File: src/rtl/branch_res_arbiter_pkg.sv
// Shared types for the branch-resolution arbiter: frontend resolution payload,
// per-requester request bundle, arbiter FSM states and the ROB age helper.
package branch_res_arbiter_pkg;

    localparam int unsigned XLEN        = 32;
    localparam int unsigned ROB_IDX_LEN = 3;

    typedef logic [ROB_IDX_LEN-1:0] rob_idx_t;

    typedef struct packed {
        logic            mispredict;
        logic            taken;
        logic [XLEN-1:0] pc;
        logic [XLEN-1:0] target;
    } resolution_t;

    typedef struct packed {
        resolution_t res;
        rob_idx_t    rob_idx;
    } bu_res_req_t;

    typedef enum logic [1:0] {
        BRA_IDLE     = 2'd0,
        BRA_MIS_SEND = 2'd1,
        BRA_MIS_WAIT = 2'd2
    } bra_state_t;

    // Distance from the ROB head, wrapping naturally; smaller means older.
    function automatic rob_idx_t rob_age(rob_idx_t idx, rob_idx_t head);
        return idx - head;
    endfunction

endpackage

File: src/rtl/branch_res_arbiter_rr.sv
// Round-robin picker: grants the first requester at or after ptr_i, wrapping.
module rr_arbiter #(
    parameter  int unsigned N  = 2,
    localparam int unsigned IW = (N > 1) ? $clog2(N) : 1
) (
    input  logic [N-1:0]  req_i,
    input  logic [IW-1:0] ptr_i,
    output logic [N-1:0]  gnt_o,
    output logic [IW-1:0] gnt_idx_o
);

    always_comb begin
        int unsigned v_idx;
        logic        v_found;
        gnt_o     = '0;
        gnt_idx_o = '0;
        v_found   = 1'b0;
        v_idx     = 0;
        for (int unsigned k = 0; k < N; k++) begin
            v_idx = (32'(ptr_i) + k) % N;
            if (!v_found && req_i[v_idx]) begin
                v_found      = 1'b1;
                gnt_o[v_idx] = 1'b1;
                gnt_idx_o    = IW'(v_idx);
            end
        end
    end

endmodule

File: src/rtl/branch_res_arbiter.sv
// Shares the frontend resolution port among N_REQ branch units: mispredicts
// oldest-first by ROB age, correct predictions round-robin, issue stalled until flush.
module branch_res_arbiter
    import branch_res_arbiter_pkg::*;
#(
    parameter int unsigned N_REQ   = 2,
    parameter int unsigned RR_INIT = 0
) (
    input  logic                     clk_i,
    input  logic                     rst_ni,
    input  logic                     flush_i,
    input  rob_idx_t                 rob_head_idx_i,
    input  logic [N_REQ-1:0]         req_valid_i,
    output logic [N_REQ-1:0]         req_ready_o,
    input  bu_res_req_t [N_REQ-1:0]  req_data_i,
    output logic                     fe_bpu_valid_o,
    output logic                     fe_pcgen_valid_o,
    input  logic                     fe_pcgen_ready_i,
    output resolution_t              fe_res_o,
    output logic                     issue_mis_o
);

    localparam int unsigned IW = $clog2(N_REQ);

    bra_state_t  r_state;
    logic [IW-1:0] r_rr_ptr;
    rob_idx_t    r_pend_rob;
    resolution_t r_fe_res;
    logic        r_bpu_valid;
    logic        r_pcgen_valid;
    logic        r_issue_mis;

    rob_idx_t          w_pend_age;
    logic [N_REQ-1:0]  w_older;
    logic [N_REQ-1:0]  w_older_mis;
    logic              w_mis_found;
    logic [IW-1:0]     w_mis_idx;
    rob_idx_t          w_mis_age;
    logic              w_take_mis;
    logic [N_REQ-1:0]  w_rr_req;
    logic [N_REQ-1:0]  w_rr_gnt;
    logic [IW-1:0]     w_rr_idx;
    logic [IW-1:0]     w_rr_next;
    logic [IW-1:0]     w_sel_idx;
    logic              w_accept;
    logic [N_REQ-1:0]  w_ready;
    logic              w_sel_older;
    resolution_t       w_sel_res;

    // Linear age compare: oldest valid mispredict, plus which requesters are older than the pending one.
    always_comb begin
        rob_idx_t v_age;
        w_pend_age  = rob_age(r_pend_rob, rob_head_idx_i);
        w_older     = '0;
        w_older_mis = '0;
        w_mis_found = 1'b0;
        w_mis_idx   = '0;
        w_mis_age   = '0;
        for (int unsigned i = 0; i < N_REQ; i++) begin
            v_age      = rob_age(req_data_i[i].rob_idx, rob_head_idx_i);
            w_older[i] = (v_age < w_pend_age);
            if (req_valid_i[i] && req_data_i[i].res.mispredict) begin
                w_older_mis[i] = w_older[i];
                if (!w_mis_found || (v_age < w_mis_age)) begin
                    w_mis_found = 1'b1;
                    w_mis_idx   = IW'(i);
                    w_mis_age   = v_age;
                end
            end
        end
    end

    // While a redirect is pending, older mispredicts are either taken as replacements or held off.
    always_comb begin
        w_take_mis = 1'b0;
        w_rr_req   = req_valid_i;
        case (r_state)
            BRA_IDLE: begin
                w_take_mis = w_mis_found;
            end
            BRA_MIS_SEND: begin
                w_take_mis = !fe_pcgen_ready_i && (|w_older_mis);
                w_rr_req   = req_valid_i & ~w_older_mis;
            end
            default: begin
                w_rr_req   = req_valid_i & ~w_older_mis;
            end
        endcase
    end

    rr_arbiter #(
        .N (N_REQ)
    ) u_rr (
        .req_i     (w_rr_req),
        .ptr_i     (r_rr_ptr),
        .gnt_o     (w_rr_gnt),
        .gnt_idx_o (w_rr_idx)
    );

    always_comb begin
        w_sel_idx = w_take_mis ? w_mis_idx : w_rr_idx;
        w_accept  = w_take_mis | (|w_rr_gnt);
        w_ready   = '0;
        if (w_accept && !flush_i) begin
            w_ready[w_sel_idx] = 1'b1;
        end
        w_sel_older = w_older[w_sel_idx];
        w_sel_res   = req_data_i[w_sel_idx].res;
        w_rr_next   = (w_rr_idx == IW'(N_REQ - 1)) ? '0 : w_rr_idx + IW'(1);
    end

    always_ff @(posedge clk_i or negedge rst_ni) begin
        if (!rst_ni) begin
            r_state       <= BRA_IDLE;
            r_rr_ptr      <= IW'(RR_INIT);
            r_pend_rob    <= '0;
            r_fe_res      <= '0;
            r_bpu_valid   <= 1'b0;
            r_pcgen_valid <= 1'b0;
            r_issue_mis   <= 1'b0;
        end else if (flush_i) begin
            r_state       <= BRA_IDLE;
            r_rr_ptr      <= IW'(RR_INIT);
            r_bpu_valid   <= 1'b0;
            r_pcgen_valid <= 1'b0;
            r_issue_mis   <= 1'b0;
        end else begin
            r_bpu_valid <= 1'b0;
            case (r_state)
                BRA_IDLE: begin
                    if (w_accept) begin
                        r_bpu_valid <= 1'b1;
                        r_fe_res    <= w_sel_res;
                        if (w_take_mis) begin
                            r_pend_rob    <= req_data_i[w_sel_idx].rob_idx;
                            r_pcgen_valid <= 1'b1;
                            r_issue_mis   <= 1'b1;
                            r_state       <= BRA_MIS_SEND;
                        end else begin
                            r_rr_ptr <= w_rr_next;
                        end
                    end
                end
                BRA_MIS_SEND: begin
                    if (w_take_mis) begin
                        r_bpu_valid <= 1'b1;
                        r_fe_res    <= w_sel_res;
                        r_pend_rob  <= req_data_i[w_sel_idx].rob_idx;
                    end else if (w_accept && w_sel_older) begin
                        r_bpu_valid <= 1'b1;
                    end
                    if (fe_pcgen_ready_i) begin
                        r_pcgen_valid <= 1'b0;
                        r_state       <= BRA_MIS_WAIT;
                    end
                end
                BRA_MIS_WAIT: begin
                    if (w_accept && w_sel_older) begin
                        r_bpu_valid <= 1'b1;
                    end
                end
                default: begin
                    r_state <= BRA_IDLE;
                end
            endcase
        end
    end

    assign req_ready_o      = w_ready;
    assign fe_bpu_valid_o   = r_bpu_valid;
    assign fe_pcgen_valid_o = r_pcgen_valid;
    assign fe_res_o         = r_fe_res;
    assign issue_mis_o      = r_issue_mis;

endmodule

File: config.mk
export PLATFORM = sky130hd
export DESIGN_NAME = branch_res_arbiter
export DESIGN_NICKNAME = d
export VERILOG_FILES = /design/src/rtl/branch_res_arbiter_pkg.sv /design/src/rtl/branch_res_arbiter_rr.sv /design/src/rtl/branch_res_arbiter.sv
export SDC_FILE = /design/constraint.sdc
export NUM_CORES = 1
export LEC_CHECK = 0
export CORE_ASPECT_RATIO = 2
export CORE_UTILIZATION = 44
export CTS_CLUSTER_DIAMETER = 100
export CTS_CLUSTER_SIZE = 30
export DETAILED_ROUTE_END_ITERATION = 6
export PLACE_DENSITY = 0.87
export REMOVE_ABC_BUFFERS = 1
export SYNTH_ARGS = -nofsm -noshare
export SYNTH_HDL_FRONTEND = slang
export SYNTH_SLANG_ARGS = --single-unit
File: constraint.sdc
create_clock -name clk_i -period 11.89 [get_ports clk_i]
set_input_delay 2.9725 -clock clk_i [delete_from_list [all_inputs] [get_ports clk_i]]
set_output_delay 2.9725 -clock clk_i [all_outputs]
set_load 0.02 [all_outputs]
### Word-level counts from Yosys, hierarchy flattened

Cells that the tools add are included.

| storage, ports and cells | value |
|---|---|
| flip-flop bits (word level) | 75 |
| logic and storage cells | 125 |

| cells by class | value |
|---|---|
| $add $sub $neg | 5 |
| order comparisons | 9 |
| equal/unequal tests | 9 |
| multiplexer cells | 59 |
| bitwise logic cells | 5 |
| reductions and logical operators | 28 |

Operators by type and width:

| kind | count |
|---|---|
| two-way mux 69 bit | 2 |
| two-way mux 66 bit | 2 |
| one-hot mux 66 bit (2 select lines) | 1 |
| two-way mux 1 bit | 35 |
| two-way mux 2 bit | 8 |
| AND reduction 4 bit | 3 |
| logical AND 1 bit | 9 |
| less-than comparator 3 bit | 3 |
| two-way mux 3 bit | 3 |
| inequality test 3 bit (second input constant) | 3 |
| AND reduction 3 bit | 3 |
| subtractor 3 bit | 3 |
| inequality test 2 bit (second input constant) | 4 |
| nonzero test 2 bit | 4 |
| less-than comparator 1 x 2 -> 1 bit (second input constant) | 3 |
| one-hot mux 2 bit (3 select lines) | 1 |
| one-hot mux 3 bit (2 select lines) | 1 |
| zero test 1 bit | 4 |
| one-hot mux 1 bit (2 select lines) | 2 |
| OR reduction 2 bit | 2 |
| demux 1 bit (select 1 bit) | 3 |
| >= comparator 1 bit (second input constant) | 3 |
| one-hot mux 1 bit (3 select lines) | 1 |
| nonzero test 3 bit | 1 |
| 10 further kinds | 11 |

### Longest topological paths before layout

| logic depth | value |
|---|---|
| depth in word-level cells | 20 |
| mapped depth | 14 |

### Hierarchy

Synthesis repeated with hierarchy kept, for this count alone.

| second synthesis, totals | value |
|---|---|
| cell total of the unflattened synthesis | 527 |
| area, all modules | 4818.4 sq um |

Modules (own cells, without submodules):

| module | times used | cells an instance | area each (sq um) | seq. area each (sq um) |
|---|---|---|---|---|
| branch_res_arbiter | 1 | 523 | 4788.3 | 1876.8 |
| rr_arbiter | 1 | 4 | 30.0 | 0.0 |

### Worst setup path before layout

OpenSTA, ideal clock, no wires.

| timing | value |
|---|---|
| path type | in2out |
| from | input port rob_head_idx_i[0] |
| to | output port req_ready_o[0] |
| arrival | 5.774 ns |
| required time | 8.917 ns |
| path slack | 3.144 ns |
| stages on the path | 10 |
| path buffers | 1 |
| cell sequence | ha_1 > inv_1 > fa_1 > xor3_1 > a221o_1 > and2_4 > o2111a_1 > a22oi_4 > buf_6 > nor3b_1 |

| on the way | value |
|---|---|
| longest elaborated chain between the ends | 18 |
| elaborated cells on any way between the ends | 42 |
| those cells by class | add/sub (3); order compare (5); mux (22); bitwise (4); reduce/logical (8) |

RTL lines:

| item | line | RTL |
|---|---|---|
| from (decl) | branch_res_arbiter.sv:12 | `input rob_idx_t rob_head_idx_i,` |
| subtractor 3 bit | branch_res_arbiter_pkg.sv:30 | `return idx - head;` |
| less-than comparator 3 bit | branch_res_arbiter.sv:61 | `w_older[i] = (v_age < w_pend_age);` |
| two-way mux 1 bit | branch_res_arbiter.sv:62 | `if (req_valid_i[i] && req_data_i[i].res.mispredict) begin` |
| inverter 2 bit | branch_res_arbiter.sv:83, branch_res_arbiter.sv:86 |  |
| AND 2 bit | branch_res_arbiter.sv:83, branch_res_arbiter.sv:86 |  |
| two-way mux 2 bit | n/a |  |
| two-way mux 1 bit (not written as such) (2 in series) | branch_res_arbiter_rr.sv:21 | `if (!v_found && req_i[v_idx]) begin` |
| two-way mux 1 bit | branch_res_arbiter_rr.sv:21 |  |
| zero test 1 bit | branch_res_arbiter_rr.sv:21 |  |
| logical AND 1 bit | branch_res_arbiter_rr.sv:21 |  |
| two-way mux 1 bit | branch_res_arbiter_rr.sv:21 |  |
| two-way mux 1 bit | branch_res_arbiter.sv:101 | `w_sel_idx = w_take_mis ? w_mis_idx : w_rr_idx;` |
| less-than comparator 1 x 2 -> 1 bit (not written as such) or >= comparator 1 bit (tied branches) | branch_res_arbiter.sv:105 | `w_ready[w_sel_idx] = 1'b1;` |
| logical AND 1 bit (not written as such) | branch_res_arbiter.sv:105 |  |
| two-way mux 1 bit (not written as such) | branch_res_arbiter.sv:105 |  |
| demux 1 bit (select 1 bit) | branch_res_arbiter.sv:105 |  |
| two-way mux 2 bit (*) | branch_res_arbiter.sv:104 | `if (w_accept && !flush_i) begin` |
| to (decl) | branch_res_arbiter.sv:14 | `output logic [N_REQ-1:0] req_ready_o,` |

Mark *: on every way between the ends. The rest lies on a longest branch, timed or not. The select of a mux whose other input is x is not followed.

### Final worst setup path

Ends and elaborated chain as after synthesis.

==> metrics.csv <==
metric,value,unit
Post-synth top flop,dfrtp_1,
number of synthesized flops with an enable pin,0,
global-route wire length before repair,18.73,mm
share of cells above drive strength 1,23.58,%
fillers,664,
Core ar.,0.009447,mm2
Starting DRT DRC Count,171,
final RePlAce weighted congestion,0.9120,
critical path launch point type,input port,
Hold EP,fe_res_o[36],
CTS Hold Bufs,0,
r2r endpoint,fe_res_o[35],
std cell rows,50,
"Distinct cells, synth",38,
"Reg clk slew, reported paths",0.06,ns
Async SR Flop Fraction,100.0,%
H-tree depth,3,
Synth warnings,0,
DP HPWL,9.184,mm
CTS tree,built,
Resize count post-CTS,0,
Worst Setup End Kind,output port,
clk sinks,75,
vias in the first global route,3710,
largest net degree at the start of global routing,76,
CTS Buffer Depth,2,
Routed Antenna Nets,0,
P&R area growth vs syn,58.53,%
Root Buffer Master,clkbuf_16,
critical path arrival,6.77,ns
Worst-Skew Late Latency,0.33,ns
Worst Skew,0.007597,ns
TritonCTS Buffers,9,
status,completed,
Starting Density,45.48,%
# setup viols final,0,
I/O pins,218,
post-route setup TNS,0,ns
DRC,0,
LEAKAGE,2.845,nW
Slew headroom,31.19,%
Final min period,9.738,ns
initial antenna violation count,0,
hold path cells,1,
critical path type,in2out,
final setup margin,2.152,ns
RSZ-0062 raised after global routing,no,
postcts setup bufs,0,
"Seq/Total Area, Yosys",43.68,%
Tot GR Track Use,24.58,%
min-delay src,fe_res_o[36],
synthesized instance count,314,
n_diodes,0,
pre-CTS worst setup slack,2.134,ns
worst-path maximum fanout,13,
Die X,71.88,um
Final nets,683,
IO Port Bufs,217,
die area,0.01019,mm2
Worst IR Drop VDD,128.4,uV
mapped cell area,0.004297,mm2
Reg2Reg Depth,12,
Hold Fails Final Rpt,0,
TritonRoute pass-1 iters,4,
Vias,3405,
"Avg Cell Area, Syn",13.68,um2
DR vias/cell,5.159,
DR WL/cell,18.66,um
flop-to-flop setup slack,7.58,ns
Final Max Tran Viols,0,
Final Cycle Share,81.90,%
"Req. time, crit path",8.92,ns
WL final,12.32,mm
Die H,141.8,um
"FF+latch count, synth",75,
PD cells,193.4,mW/mm2
Max Cap Viol,0,
worst slew pin tran,1.032,ns
reg2reg start,r_pend_rob[0],
fmax,102.7,MHz
worst hold path class,reg2reg,
Overflow after GRT,0,
[cell type report]
type / instances / area [um2] / area share [%]
timing repair buffer: 218 / 2177 / 31.96
tap: 130 / 162.7 / 2.388
sequential: 75 / 1877 / 27.55
clock inverter: 4 / 75.07 / 1.102
clock buffer: 11 / 242.7 / 3.564
inverter: 10 / 37.54 / 0.5511
multi-input combinational: 212 / 2240 / 32.88
[worst max-delay path, cell delays in order]
cell	delay, ns
clkdlybuf4s50_1	0.51
ha_1	0.16
inv_1	0.05
fa_1	0.39
xor3_1	0.45
a221o_1	0.41
and2_4	0.17
o2111a_1	0.28
a22oi_4	0.40
nor3b_1	0.30
clkdlybuf4s50_1	0.66
[sequential cells by signal, summed over array words and instances, names as in the netlist]
register / flops
fe_res_o: 66
r_pend_rob: 3
fe_bpu_valid_o: 1
r_state: 2
r_rr_ptr: 1
issue_mis_o: 1
fe_pcgen_valid_o: 1
[synthesized netlist by cell type (3+ instances only)]
cell / count / area share [%]
clkbuf_1: 3 / 0.26
mux2_1: 31 / 8.1
o21ai_0: 5 / 0.58
mux2_2: 81 / 21
buf_6: 11 / 2.9
a21oi_1: 9 / 1.0
dfrtp_1: 75 / 44
fa_1: 3 / 1.4
nand2_1: 7 / 0.61
mux2_4: 20 / 7.0
nand3_1: 3 / 0.35
ha_1: 7 / 2.0
buf_2: 3 / 0.35
nor3b_1: 3 / 0.52
a21o_1: 3 / 0.52
inv_1: 10 / 0.87
nand2b_1: 6 / 0.87
nor2_1: 7 / 0.61
mux2i_1: 3 / 0.70
nor3_1: 3 / 0.35
[worst max path at each step]
| stage | startpoint | to | slack [ns] |
|---|---|---|---|
| 5_1_grt | rob_head_idx_i[0] | req_ready_o[0] | 2.04 |
| 3_5_place_dp | rob_head_idx_i[0] | req_ready_o[0] | 2.13 |
| 4_1_cts | rob_head_idx_i[0] | req_ready_o[0] | 2.12 |
| 3_3_place_gp | rob_head_idx_i[0] | req_ready_o[0] | 2.21 |
| 2_1_floorplan | rob_head_idx_i[0] | req_ready_o[0] | 2.30 |
| 6_report | rob_head_idx_i[0] | req_ready_o[0] | 2.15 |
[cells by family after synthesis]
group,after synthesis,synth area share [%]
AND/OR/NAND/NOR,34,4.281
flip-flops,75,43.68
buffers and inverters,27,4.368
multiplexers,135,37.04
AO/OA/AOI/OAI,29,5.358
XOR/XNOR,3,1.601
adder cells (fa/ha/maj),11,3.669
[where the power goes]
| group | leakage [nW] | switching, mW | total [mW] | internal [mW] |
|---|---|---|---|---|
| registers | 0.881 | 0.0494 | 0.396 | 0.347 |
| logic | 1.82 | 0.286 | 0.633 | 0.347 |
| clock network | 0.148 | 0.0997 | 0.288 | 0.188 |
[routing by layer]
layer | share of wire [%] | global-route usage (%)
met2 | 59 | 47.42
met1 | 34 | 24.44
met5 | 0 | 0
met4 | 2.8 | 10.84
met3 | 4.4 | 4.901
[placed cells by master, fill, tap and decap left out, types with 2 or more instances in the layout]
cell,n
nor3b_1,3
mux2_2,81
inv_1,10
mux2_4,20
ha_1,7
a21o_1,3
mux2i_1,3
nand2_1,7
nand3_1,3
o21ai_0,5
mux2_1,31
nor3_1,3
bufinv_16,2
clkbuf_16,9
buf_4,2
dfrtp_1,75
a21oi_1,9
xnor3_1,2
a211o_1,2
fa_1,3
nand2b_1,6
nor2_1,7
clkinvlp_4,2
clkdlybuf4s50_1,216
a211oi_1,2
[per-stage QoR]
stage | instance area, um2 | std cells | util (%) | power [mW] | hold WS [ns]
2_1_floorplan | 4146 | 297 | - | 0.7352 | 0.4845
3_3_place_gp | 6494 | 645 | 68.74 | 1.013 | 0.4623
3_5_place_dp | 6494 | 645 | 68.74 | 1.034 | 0.4656
4_1_cts | 6812 | 660 | 72.11 | 1.331 | 0.4934
5_1_grt | 6812 | 660 | 72.11 | 1.377 | 0.4957
6_report | 6812 | 660 | 72.11 | 1.318 | 0.4883
(Power assumes the default switching activity.)
